==> config.mk <==
export PLATFORM = sky130hd
export DESIGN_NAME = seq_serializer
export DESIGN_NICKNAME = d
export VERILOG_FILES = /design/src/rtl/seq_serializer.sv
export SDC_FILE = /design/constraint.sdc
export NUM_CORES = 1
export LEC_CHECK = 0
export ABC_AREA = 1
export ABC_CLOCK_PERIOD_IN_PS = 1530
export CAP_MARGIN = 30
export CORE_MARGIN = 1.5
export CORE_UTILIZATION = 46
export CTS_CLUSTER_SIZE = 8
export DETAILED_ROUTE_END_ITERATION = 10
export DONT_BUFFER_PORTS = 1
export GPL_TIMING_DRIVEN = 0
export SYNTH_ARGS = -nofsm -noshare
export SYNTH_HDL_FRONTEND = slang
export SYNTH_SLANG_ARGS = --single-unit
==> constraint.sdc <==
create_clock -name clk -period 1.53 [get_ports clk]
set_clock_uncertainty 0.05 [all_clocks]
set_input_delay 0.153 -clock clk [delete_from_list [all_inputs] [get_ports clk]]
set_output_delay 0.153 -clock clk [all_outputs]
set_load 0.02 [all_outputs]
==> src/rtl/seq_serializer.sv <==
// rtl/seq_serializer.sv - parallel-to-serial front end with one-word holding register
module seq_serializer #(
    parameter int WIDTH     = 8,
    parameter bit MSB_FIRST = 1'b1,
    parameter bit IDLE_BIT  = 1'b1
) (
    input  logic             clk,
    input  logic             reset,
    input  logic [WIDTH-1:0] din,
    input  logic             din_valid,
    output logic             din_ready,
    output logic             x,
    output logic             x_valid,
    output logic             word_done
);

    localparam int CW = $clog2(WIDTH);

    localparam logic [0:0] ST_IDLE  = 1'b0;
    localparam logic [0:0] ST_SHIFT = 1'b1;

    localparam logic [CW-1:0] LAST_CNT = CW'(WIDTH - 1);

    logic [WIDTH-1:0] hold;
    logic             hold_full;
    logic [WIDTH-1:0] sh;
    logic [WIDTH-1:0] sh_next;
    logic [CW-1:0]    cnt;
    logic [0:0]       state;

    logic accept;
    logic shifting;
    logic last_bit;
    logic out_bit;

    assign shifting  = (state == ST_SHIFT);
    assign last_bit  = shifting && (cnt == LAST_CNT);
    assign din_ready = !hold_full && !reset;
    assign accept    = din_valid && din_ready;

    // The output end of the shifter is fixed by bit order; shifting moves the next bit there.
    assign out_bit = MSB_FIRST ? sh[WIDTH-1] : sh[0];
    assign sh_next = MSB_FIRST ? {sh[WIDTH-2:0], 1'b0} : {1'b0, sh[WIDTH-1:1]};

    assign x         = (shifting && !reset) ? out_bit : IDLE_BIT;
    assign x_valid   = shifting && !reset;
    assign word_done = last_bit && !reset;

    always_ff @(posedge clk) begin
        if (reset) begin
            state     <= ST_IDLE;
            hold      <= '0;
            hold_full <= 1'b0;
            sh        <= '0;
            cnt       <= '0;
        end else begin
            // Accept needs an empty hold and reload needs a full one, so the two
            // hold_full updates below never fire on the same edge.
            if (accept) begin
                hold      <= din;
                hold_full <= 1'b1;
            end

            case (state)
                ST_IDLE: begin
                    if (hold_full) begin
                        sh        <= hold;
                        cnt       <= '0;
                        hold_full <= 1'b0;
                        state     <= ST_SHIFT;
                    end
                end
                ST_SHIFT: begin
                    if (cnt == LAST_CNT) begin
                        cnt <= '0;
                        if (hold_full) begin
                            sh        <= hold;
                            hold_full <= 1'b0;
                        end else begin
                            sh    <= sh_next;
                            state <= ST_IDLE;
                        end
                    end else begin
                        sh  <= sh_next;
                        cnt <= cnt + CW'(1);
                    end
                end
                default: state <= ST_IDLE;
            endcase
        end
    end

endmodule

# == Word-level counts from Yosys, hierarchy flattened ==
# Index checks and enable logic that the tools add are counted.
# classes
addsub,1
bitwise_logic,1
reduce_logical,7
eq_ne,2
n_mux,15
# op_table
cell,n
$mux 8,3
$pmux 8 s2,1
$mux 1,6
$mux 3,2
$pmux 3 s2,1
$logic_and 1x1->1,5
$pmux 1 s2,2
$add 3x1->3 const B,1
$eq 3x3->1 const B,1
$logic_not 1->1,2
$ne 2x2->1 const B,1
$not 1->1,1
# word_totals
register_bits,21
word_cells,31
inputBits,11
out_inout_bits,4

# == Logic depth before layout (Yosys ltp) ==
# Gate-level depths: netlist of the first run.
# logic_depth
depth_word,7
mapped_depth,9
depth_no_buf,9

# == Worst setup path before layout of the first run ==
# OpenSTA, ideal clock, no wires.
# synth_timing
path_type,reg2reg
start,register cnt[0]
end,register sh[7]
n_path_buf,0
required_ps,1371
stages_incl_launch_ff,9
synth_period_minus_slack_ps,1269
setup_ps,109
arrival_ps,1111
setup_slack_ps,261
cell_sequence,dfxtp_1 > ha_1 > ha_1 > inv_1 > nand2_2 > nand3_1 > nand3_1 > nand2_1 > inv_1
# synth_via
elab_chain_len,3
# synth_lines
element,line_no,source
from (decl),28,logic [CW-1:0] cnt;
from (signal assigned),85,cnt <= cnt + CW'(1);
$eq 3x3->1,74,if (cnt == LAST_CNT) begin
$mux 8,74,
$pmux 8 s2,64,case (state)
to (signal assigned),67,sh <= hold;
to (signal assigned),77,sh <= hold;
to (signal assigned),80,sh <= sh_next;
to (decl),26,logic [WIDTH-1:0] sh;
# Every way passes these cells.
# A chain may end at the register's enable or synchronous reset.

# == Worst setup path after layout of the first run ==
# layout_timing
start,"register state, in the netlist shifting"
end,output port x
# layout_via
elab_chain_len,2
# layout_lines
element,line_no,source
from (decl),29,logic [0:0] state;
from (signal assigned),51,state <= ST_IDLE;
from (signal assigned),70,state <= ST_SHIFT;
from (signal assigned),81,state <= ST_IDLE;
$logic_and 1x1->1,-,
net x_valid,13,"output logic x_valid,"
$mux 1,45,assign x = (shifting && !reset) ? out_bit : IDLE_BIT;
to (decl),12,"output logic x,"
# The timed path passes the listed nets, and every way through them passes these cells.

==> metrics, run 1 <==
Final WS setup=96.31 ps; CP Launch Point=shifting$_SDFF_PP0_; Max-slew headroom=0.8051; Filler cells=218; CP most frequent cell=nand2_1; initial antenna violation count=0; total power=1097 µW; final WL=1.814 mm; VDD IR-drop max=0.6039 mV; vias in the first global route=771; total CTS buffers=3; Clock Pin Slew Worst Setup and Hold Paths=110 ps; I/O Buffers=0; RSZ-0062 raised after global routing=no; result of the run=complete, no violations; clock sinks=21; R2R Path Start=cnt[0]$_SDFFE_PP0P_; Slew Viols, Final=0; Synth Warn #=0; Post-Syn Area=955.9 µm²; Worst Path Max Fanout=8; Inserted Diodes=0; largest net degree at the start of global routing=12; Lkg Pwr=0.0005317 µW; post-synthesis sequential area ratio=0.4398; Crit path largest cell delay=340 ps; vias per cell=4.774; area post-placement=989.7 µm²; Mapped Avg Cell Area=7.468 µm²; number of buffers and inverters on the critical path=2; final hold vios=0; Synth Register Bits=21; pwr dens=980.0 nW/µm²; Worst EP required=1330 ps; CP startpoint kind=flip-flop; H-tree levels=1; Initial Utilization=0.4872; CTS max path bufs=2; final period utilization=0.9371; number of routed nets with antenna violations=0; Max Cap Viol=0; Mapped Cells=128; slowest stage cell, crit path=dfxtp_1; most common cell after layout, fill and taps aside=nand2_1; DP Cell Count=155; Post-CTS Setup Bufs=0; Layout area overhead=17.15%; core box area=1962 µm²; Clock Latency Late Sink=300 ps; critical path class=reg -> out; Clock Tree Root=clkbuf_4; 1st-pass router iterations=4; I/O pins=15; Worst Setup End Kind=output pin; DP HPWL=1.278 mm; Die X-Extent=48.59 µm; layout cells sized above 1=0.1489; Final min period=1434 ps; Chip Height=48.59 µm; # setup viols final=0; count of different cell masters after synthesis=18; most frequent cells in the layout=nand2_1, nand3_1, dfxtp_1; Net Count, Synth=142; Worst-Margin Slew=292.1 ps; Hold/Removal Path Class=in -> reg; GPL Wtd Cong=0.7668; Fmax achieved=0.6975 GHz; final instance area=1120 µm²; Tot GR Track Use=0.1744; Vias=802; first-pass GRT wire length=3.208 mm; GRT Residual Overflow=0; dpl ws=115.3 ps; hold_sp=din_valid; Residual DRC=0; WP data arrival=1230 ps; DIE AREA=2361 µm²; Starting DRT DRC Count=9; Reg2Reg Setup Slack=160 ps; Routed wire per std cell=10.80 µm; post-route insts no fill=168; CTS tree=done; Final nets=156; Setup TNS Final=0 ps; worst-path cell chain=buf_6 -> nand2_1 -> inv_2 -> nand2_1; # rows=16; CP top delay family=flip-flops
cells in the mapped netlist:
library cell,number,area [µm²]
a21oi_1,4,20.02
nand2_4,2,22.52
buf_4,1,7.510
clkinv_1,1,3.750
nor2_1,13,48.80
o31ai_1,1,7.510
inv_1,12,45.04
ha_1,3,37.54
dfxtp_1,21,420.4
inv_2,2,7.510
nand2_1,34,127.6
nand3_1,23,115.1
nor2_2,3,18.77
nand2_2,2,12.51
a22oi_1,2,15.01
buf_6,2,22.52
a211oi_2,1,12.51
nor2_4,1,11.26
area by class of cell:
type                       count  area (µm²)  share of cell area
clock buffer                   4       26.28             0.02346
inverter                      15       56.30             0.05028
sequential                    21       421.7              0.3765
multi-input combinational     89       461.7              0.4123
buffer                         3       30.03             0.02682
tap                           27       33.78             0.03017
timing repair buffer           9       90.09             0.08045
where the power goes:
part | switching (µW) | total (µW) | internal [µW] | leakage, µW
sequential | 25.8 | 618 | 592 | 0.000173
clock | 166 | 268 | 102 | 0.0000150
combinational | 124 | 212 | 88.0 | 0.000344
total | 315 | 1100 | 782 | 0.000532
cell families after synthesis:
kind of cell / share of synthesized area
AO/OA/AOI/OAI: 0.05759
AND/OR/NAND/NOR: 0.3730
flip-flops: 0.4398
buffers and inverters: 0.09031
adder cells (fa/ha/maj): 0.03927
through the flow:
step | hold slack [ps] | utilization
2_1_floorplan | 213.5 | -
3_3_place_gp | 215.3 | 0.5045
3_5_place_dp | 220.1 | 0.5045
4_1_cts | 38.70 | 0.5651
5_1_grt | 34.57 | 0.5708
6_report | 42.01 | 0.5708
metal layers:
layer	up-vias	track usage	routed length, µm
met5	-	0	0
met4	0	0.08571	21
met3	2	0.03704	49
met2	12	0.2755	820
met1	356	0.2273	923
li1	432	-	-
sequential cells by signal, indices dropped and copies added (netlist names):
name,cells
sh,8
hold_full,1
cnt,3
hold,8
shifting,1
final timing paths:
kind / end / cells past startpoint
worst max-delay path: x / 4
worst min-delay path: hold_full$_SDFF_PP0_ / 2
worst max register to register: sh[7]$_SDFFE_PP0P_ / 9
worst min register to register: cnt[0]$_SDFFE_PP0P_ / 1
timing repair:
item | CTS | global route
setup endpoints to repair | 1 | 9
hold endpoints to repair | 11 | 0
hold buffers | 9 | 0
gates resized for setup | 1 | 5
No activity file was read; power rests on OpenSTA's default activity.
==> run 2: changes to the inputs <==
--- a/constraint.sdc
+++ b/constraint.sdc
@@ -3,3 +3,3 @@
 set_input_delay 0.153 -clock clk [delete_from_list [all_inputs] [get_ports clk]]
 set_output_delay 0.153 -clock clk [all_outputs]
-set_load 0.02 [all_outputs]
+set_load 0.005 [all_outputs]
==> run 2 against run 1 <==
Against the previous run: non-clock buffer count is the same; sequential cell count is the same; fmax is essentially flat; sequential share of layout area grew 0.18 points; register-to-register slack is essentially flat; worst setup slack gained 1.4 ps; clock power is essentially flat; critical path type unchanged; largest cell class unchanged.
==> metrics, run 2 (same netlist as run 1, synthesis figures left out) <==
Lkg Pwr=0.0005335 µW (was 0.0005317 µW); final WL=1.813 mm (was 1.814 mm); Final min period=1432 ps (was 1434 ps); H-tree levels=1 (unchanged); vias in the first global route=773 (was 771); clock sinks=21 (unchanged); Final nets=156 (unchanged); GRT Residual Overflow=0 (unchanged); pwr dens=981.3 nW/µm² (was 980.0 nW/µm²); Clock Pin Slew Worst Setup and Hold Paths=110 ps (about the same); Worst EP required=1330 ps (about the same); Slew Viols, Final=0 (unchanged); vias per cell=4.774 (unchanged); Max-slew headroom=0.8401 (was 0.8051); final period utilization=0.9361 (was 0.9371); Setup TNS Final=0 ps (unchanged); Residual DRC=0 (unchanged); Post-CTS Setup Bufs=0 (unchanged); most frequent cells in the layout=nand2_1, nand3_1, dfxtp_1 (unchanged); Chip Height=48.59 µm (unchanged); initial antenna violation count=0 (unchanged); largest net degree at the start of global routing=12 (unchanged); I/O Buffers=0 (unchanged); Die X-Extent=48.59 µm (unchanged); Initial Utilization=0.4872 (unchanged); layout cells sized above 1=0.1277 (was 0.1489); 1st-pass router iterations=4 (unchanged); Max Cap Viol=0 (unchanged); critical path class=reg -> out (unchanged); Inserted Diodes=0 (unchanged); Fmax achieved=0.6982 GHz (was 0.6975 GHz); # rows=16 (unchanged); Regs by FF count=hold x8, sh x8, cnt x3 (unchanged); Tot GR Track Use=0.1744 (unchanged); result of the run=complete, no violations (unchanged); Vias=802 (unchanged); total CTS buffers=3 (unchanged); Clock Latency Late Sink=300 ps (about the same); Worst Setup End Kind=output pin (unchanged); Hold/Removal Path Class=in -> reg (unchanged); VDD IR-drop max=0.6010 mV (was 0.6039 mV); Starting DRT DRC Count=9 (unchanged); DP HPWL=1.278 mm (unchanged); CTS max path bufs=2 (unchanged); DIE AREA=2361 µm² (unchanged); Worst Path Max Fanout=3 (was 8); Worst-Margin Slew=238.3 ps (was 292.1 ps); core box area=1962 µm² (unchanged); final hold vios=0 (unchanged); CP startpoint kind=flip-flop (unchanged); first-pass GRT wire length=3.215 mm (was 3.208 mm); Clock Tree Root=clkbuf_4 (unchanged); Routed wire per std cell=10.79 µm (was 10.80 µm); Layout area overhead=16.23% (was 17.15%); WP data arrival=1230 ps (about the same); GPL Wtd Cong=0.7668 (unchanged); most common cell after layout, fill and taps aside=nand2_1 (unchanged); number of routed nets with antenna violations=0 (unchanged); RSZ-0062 raised after global routing=no (unchanged); I/O pins=15 (unchanged); Fin Hold WS=42.03 ps (was 42.01 ps); CTS tree=done (unchanged); # setup viols final=0 (unchanged)
-- run 2: cell counts in the layout (fill, tap and decap cells not counted) --
Identical to the previous run, type by type.
-- run 2: worst paths after layout --
check	start	end	slack (ps)	cells after the start
min	din_valid	hold_full$_SDFF_PP0_	40	2
min reg2reg	sh[0]$_SDFFE_PP0P_	sh[0]$_SDFFE_PP0P_	420	2
max	cnt[0]$_SDFFE_PP0P_	word_done	100	4
max reg2reg	cnt[0]$_SDFFE_PP0P_	sh[7]$_SDFFE_PP0P_	170	9
-- run 2: what timing repair did --
action | CTS | global route
resized for setup | 0 | 2
hold buffers | 9 | 0
endpoints found under the setup margin | 0 | 6
hold endpoints to repair | 11 | 0
-- run 2: routing by layer --
metal,global-route usage,routed length (µm),up-vias
met5,0,0,-
met4,0.08571,21,0
met3,0.03704,53,2
met2,0.2755,818,13
li1,-,-,432
met1,0.2273,918,355
-- run 2: critical path: stages (launching register included) --
cell	delay, ps
dfxtp_1	390
ha_1	190
ha_1	160
inv_2	50
nor2_1	140
-- run 2: power breakdown --
group          internal (µW)  leakage, µW  switching (µW)
Sequential               592     0.000173            25.8
Combinational           87.9     0.000346             117
Clock                    102    0.0000150             166
-- run 2: metrics by stage --
step	power (µW)	instance area (µm²)	util	std cells	setup slack (ps)
6_report	1090	1111	0.5663	168	97.70
5_1_grt	1158	1111	0.5663	168	22.74
4_1_cts	1100	1106	0.5638	168	107.7
3_5_place_dp	815.5	989.7	0.5045	155	115.3
2_1_floorplan	781.1	955.9	-	128	260.5
3_3_place_gp	811.8	989.7	0.5045	155	123.3
-- run 2: area by class of cell --
type | count | area, µm²
Timing Repair Buffer | 9 | 90.09
Clock buffer | 4 | 26.28
Tap cell | 27 | 33.78
Multi-Input combinational cell | 89 | 454.2
Sequential cell | 21 | 420.4
Buffer | 3 | 30.03
Inverter | 15 | 56.30
Fill cell | 220 | 850.8
==> run 3: changes to the inputs <==
Settings changed: CELL_PAD_IN_SITES_DETAIL_PLACEMENT set to 1, CELL_PAD_IN_SITES_GLOBAL_PLACEMENT set to 2, CORE_ASPECT_RATIO set to 0.5, CORE_UTILIZATION 46 to 34, PLACE_DENSITY_LB_ADDON set to 0.1.
==> run 3 against run 2 <==
Against the previous run: sequential cell count did not move; fmax up 0.84%; worst setup slack improved by 12 ps; largest power group unchanged; register-to-register slack worse by 60 ps; cell area up 4.6%; total power rose by 10%; core utilization decreased by 13 points; via count increased by 7.9%; critical path depth increased by 2; clock-buffer cell count unchanged; die area increased by 34%; clock power increased by 35%; largest cell class unchanged.
==> metrics, run 3 (same netlist as run 1, synthesis figures left out) <==
CTS max path bufs=2 (unchanged); # rows=13 (was 16); dpl ws=8.304 ps (was 115.3 ps); Routed wire per std cell=12.73 µm (was 10.79 µm); CTS tree=done (unchanged); Tot GR Track Use=0.1571 (was 0.1744); layout cells sized above 1=0.1538 (was 0.1277); GRT Residual Overflow=0 (unchanged); initial antenna violation count=0 (unchanged); Worst-Margin Slew=269.0 ps (was 238.3 ps); Clock Tree Root=clkbuf_8 (was clkbuf_4); total CTS buffers=3 (unchanged); CP most frequent cell=ha_1 (unchanged); Layout area overhead=21.60% (was 16.23%); Max Cap Viol=0 (unchanged); core box area=2635 µm² (was 1962 µm²); DR top layer=met4 (unchanged); Final WS setup=109.6 ps (was 97.70 ps); VDD IR-drop max=0.4421 mV (was 0.6010 mV); Clock Latency Late Sink=260 ps (was 300 ps); Seq pwr share=0.515 (was 0.566); H-tree levels=1 (unchanged); final period utilization=0.9284 (was 0.9361); RSZ-0062 raised after global routing=no (unchanged); pwr dens=1035 nW/µm² (was 981.3 nW/µm²); Regs by FF count=hold x8, sh x8, cnt x3 (unchanged); final hold vios=0 (unchanged); critical path class=reg -> reg (was reg -> out); Hold/Removal Path Class=in -> reg (unchanged); DIE AREA=3158 µm² (was 2361 µm²); Clock Pin Slew Worst Setup and Hold Paths=80 ps (was 110 ps); Crit path largest cell delay=340 ps (was 390 ps); DP Cell Count=165 (was 155); GPL Wtd Cong=0.6975 (was 0.7668); post-route insts no fill=180 (was 168); Worst Path Max Fanout=4 (was 3); DP HPWL=1.620 mm (was 1.278 mm); combinational share of power=0.183 (was 0.188); Max-slew headroom=0.8195 (was 0.8401); I/O pins=15 (unchanged); Psw=333.7 µW (was 308.9 µW); Starting DRT DRC Count=29 (was 9); first-pass GRT wire length=3.505 mm (was 3.215 mm); Slew Viols, Final=0 (unchanged); # setup viols final=0 (unchanged); result of the run=complete, no violations (unchanged); worst-path cell chain=ha_1 -> ha_1 -> inv_2 -> nand2_2 -> buf_4 -> o31ai_1 (was ha_1 -> ha_1 -> inv_2 -> nor2_1); Final min period=1420 ps (was 1432 ps); Die X-Extent=77.99 µm (was 48.59 µm); Internal=869.0 µW (was 781.4 µW); switching part of the total=0.2774 (was 0.2833); I/O Buffers=0 (unchanged); Initial Utilization=0.3628 (was 0.4872); Lkg Pwr=0.0005506 µW (was 0.0005335 µW); Setup TNS Final=0 ps (unchanged); vias per cell=4.806 (was 4.774); Vias=865 (was 802); final WL=2.291 mm (was 1.813 mm); final instance area=1162 µm² (was 1111 µm²); number of routed nets with antenna violations=0 (unchanged); Filler cells=344 (was 220); WP data arrival=1550 ps (was 1230 ps); slowest stage cell, crit path=dfxtp_2 (was dfxtp_1); clock sinks=21 (unchanged); Final nets=158 (was 156); largest net degree at the start of global routing=12 (unchanged); Worst Setup End Kind=flip-flop (was output pin); Met3 Wirelength=92 µm (was 53 µm); most frequent cells in the layout=nand2_1, nand3_1, dfxtp_1 (unchanged); Inserted Diodes=0 (unchanged); area post-placement=1002 µm² (was 989.7 µm²); Worst EP required=1660 ps (was 1330 ps); Fmax achieved=0.7040 GHz (was 0.6982 GHz); Metal-1 WL=1.253 mm (was 918 µm); Clock Power Share=0.302 (was 0.245); 1st-pass router iterations=4 (unchanged); vias in the first global route=718 (was 773); Residual DRC=0 (unchanged); total length of routed met2 wires=934 µm (was 818 µm); most common cell after layout, fill and taps aside=nand2_1 (unchanged); Chip Height=40.50 µm (was 48.59 µm); CP startpoint kind=flip-flop (unchanged)
## run 3: through the flow
| stage | hold WS (ps) | power, µW | util |
|---|---|---|---|
| after floorplan | 213.5 | 781.1 | - |
| after global placement | 217.5 | 820.2 | 0.3803 |
| after detailed placement | 221.0 | 825.3 | 0.3803 |
| after CTS | 94.92 | 1206 | 0.4335 |
| after global routing | 103.7 | 1283 | 0.4411 |
| final | 91.60 | 1203 | 0.4411 |
## run 3: timing repair
action / 4_1_cts / 5_1_grt
hold buffers: 9 / 0
endpoints found under the setup margin: 1 / 3
setup buffers: 0 / 1
endpoints found under the hold margin: 11 / 0
cloned: 0 / 1
resized for setup: 1 / 3
pin swaps: 0 / 1
## run 3: power by group through the flow
stage | logic (µW) | registers (µW) | clock network (µW)
2_1_floorplan | 157 | 624 | 0
3_3_place_gp | 189 | 631 | 0
3_5_place_dp | 194 | 631 | 0
4_1_cts | 216 | 619 | 372
5_1_grt | 253 | 624 | 407
6_report | 221 | 619 | 363
## run 3: area by class of cell
cell class / count / area (µm²) / share of cell area
Timing Repair Buffer: 10 / 97.59 / 0.08396
Tap cell: 37 / 46.29 / 0.03983
Multi-Input combinational cell: 90 / 465.4 / 0.4004
Inverter: 15 / 56.30 / 0.04844
Clock buffer: 4 / 45.04 / 0.03875
Sequential cell: 21 / 421.7 / 0.3628
Buffer: 3 / 30.03 / 0.02583
## run 3: critical path: cells and delay by family (launching register included)
kind            cells  cell delay [ps]
fa+ha+maj           2              410
flops               1              340
buf+inv             2              260
compound gates      1              170
simple gates        1              110
## run 3: layer usage
| metal | GRT usage | vias up |
|---|---|---|
| met5 | 0 | - |
| met4 | 0.04018 | 0 |
| met3 | 0.06136 | 2 |
| met2 | 0.2630 | 12 |
| met1 | 0.1955 | 409 |
| li1 | - | 442 |
## run 3: final timing paths
kind              depth (start not counted)  slack, ps              endpoint           startpoint
setup / recovery                          6        110  hold_full$_SDFF_PP0_  cnt[0]$_SDFFE_PP0P_
hold / removal                            2         90  hold_full$_SDFF_PP0_            din_valid
setup reg to reg                          6        110  hold_full$_SDFF_PP0_  cnt[0]$_SDFFE_PP0P_
hold reg to reg                           1        410   cnt[0]$_SDFFE_PP0P_  cnt[0]$_SDFFE_PP0P_
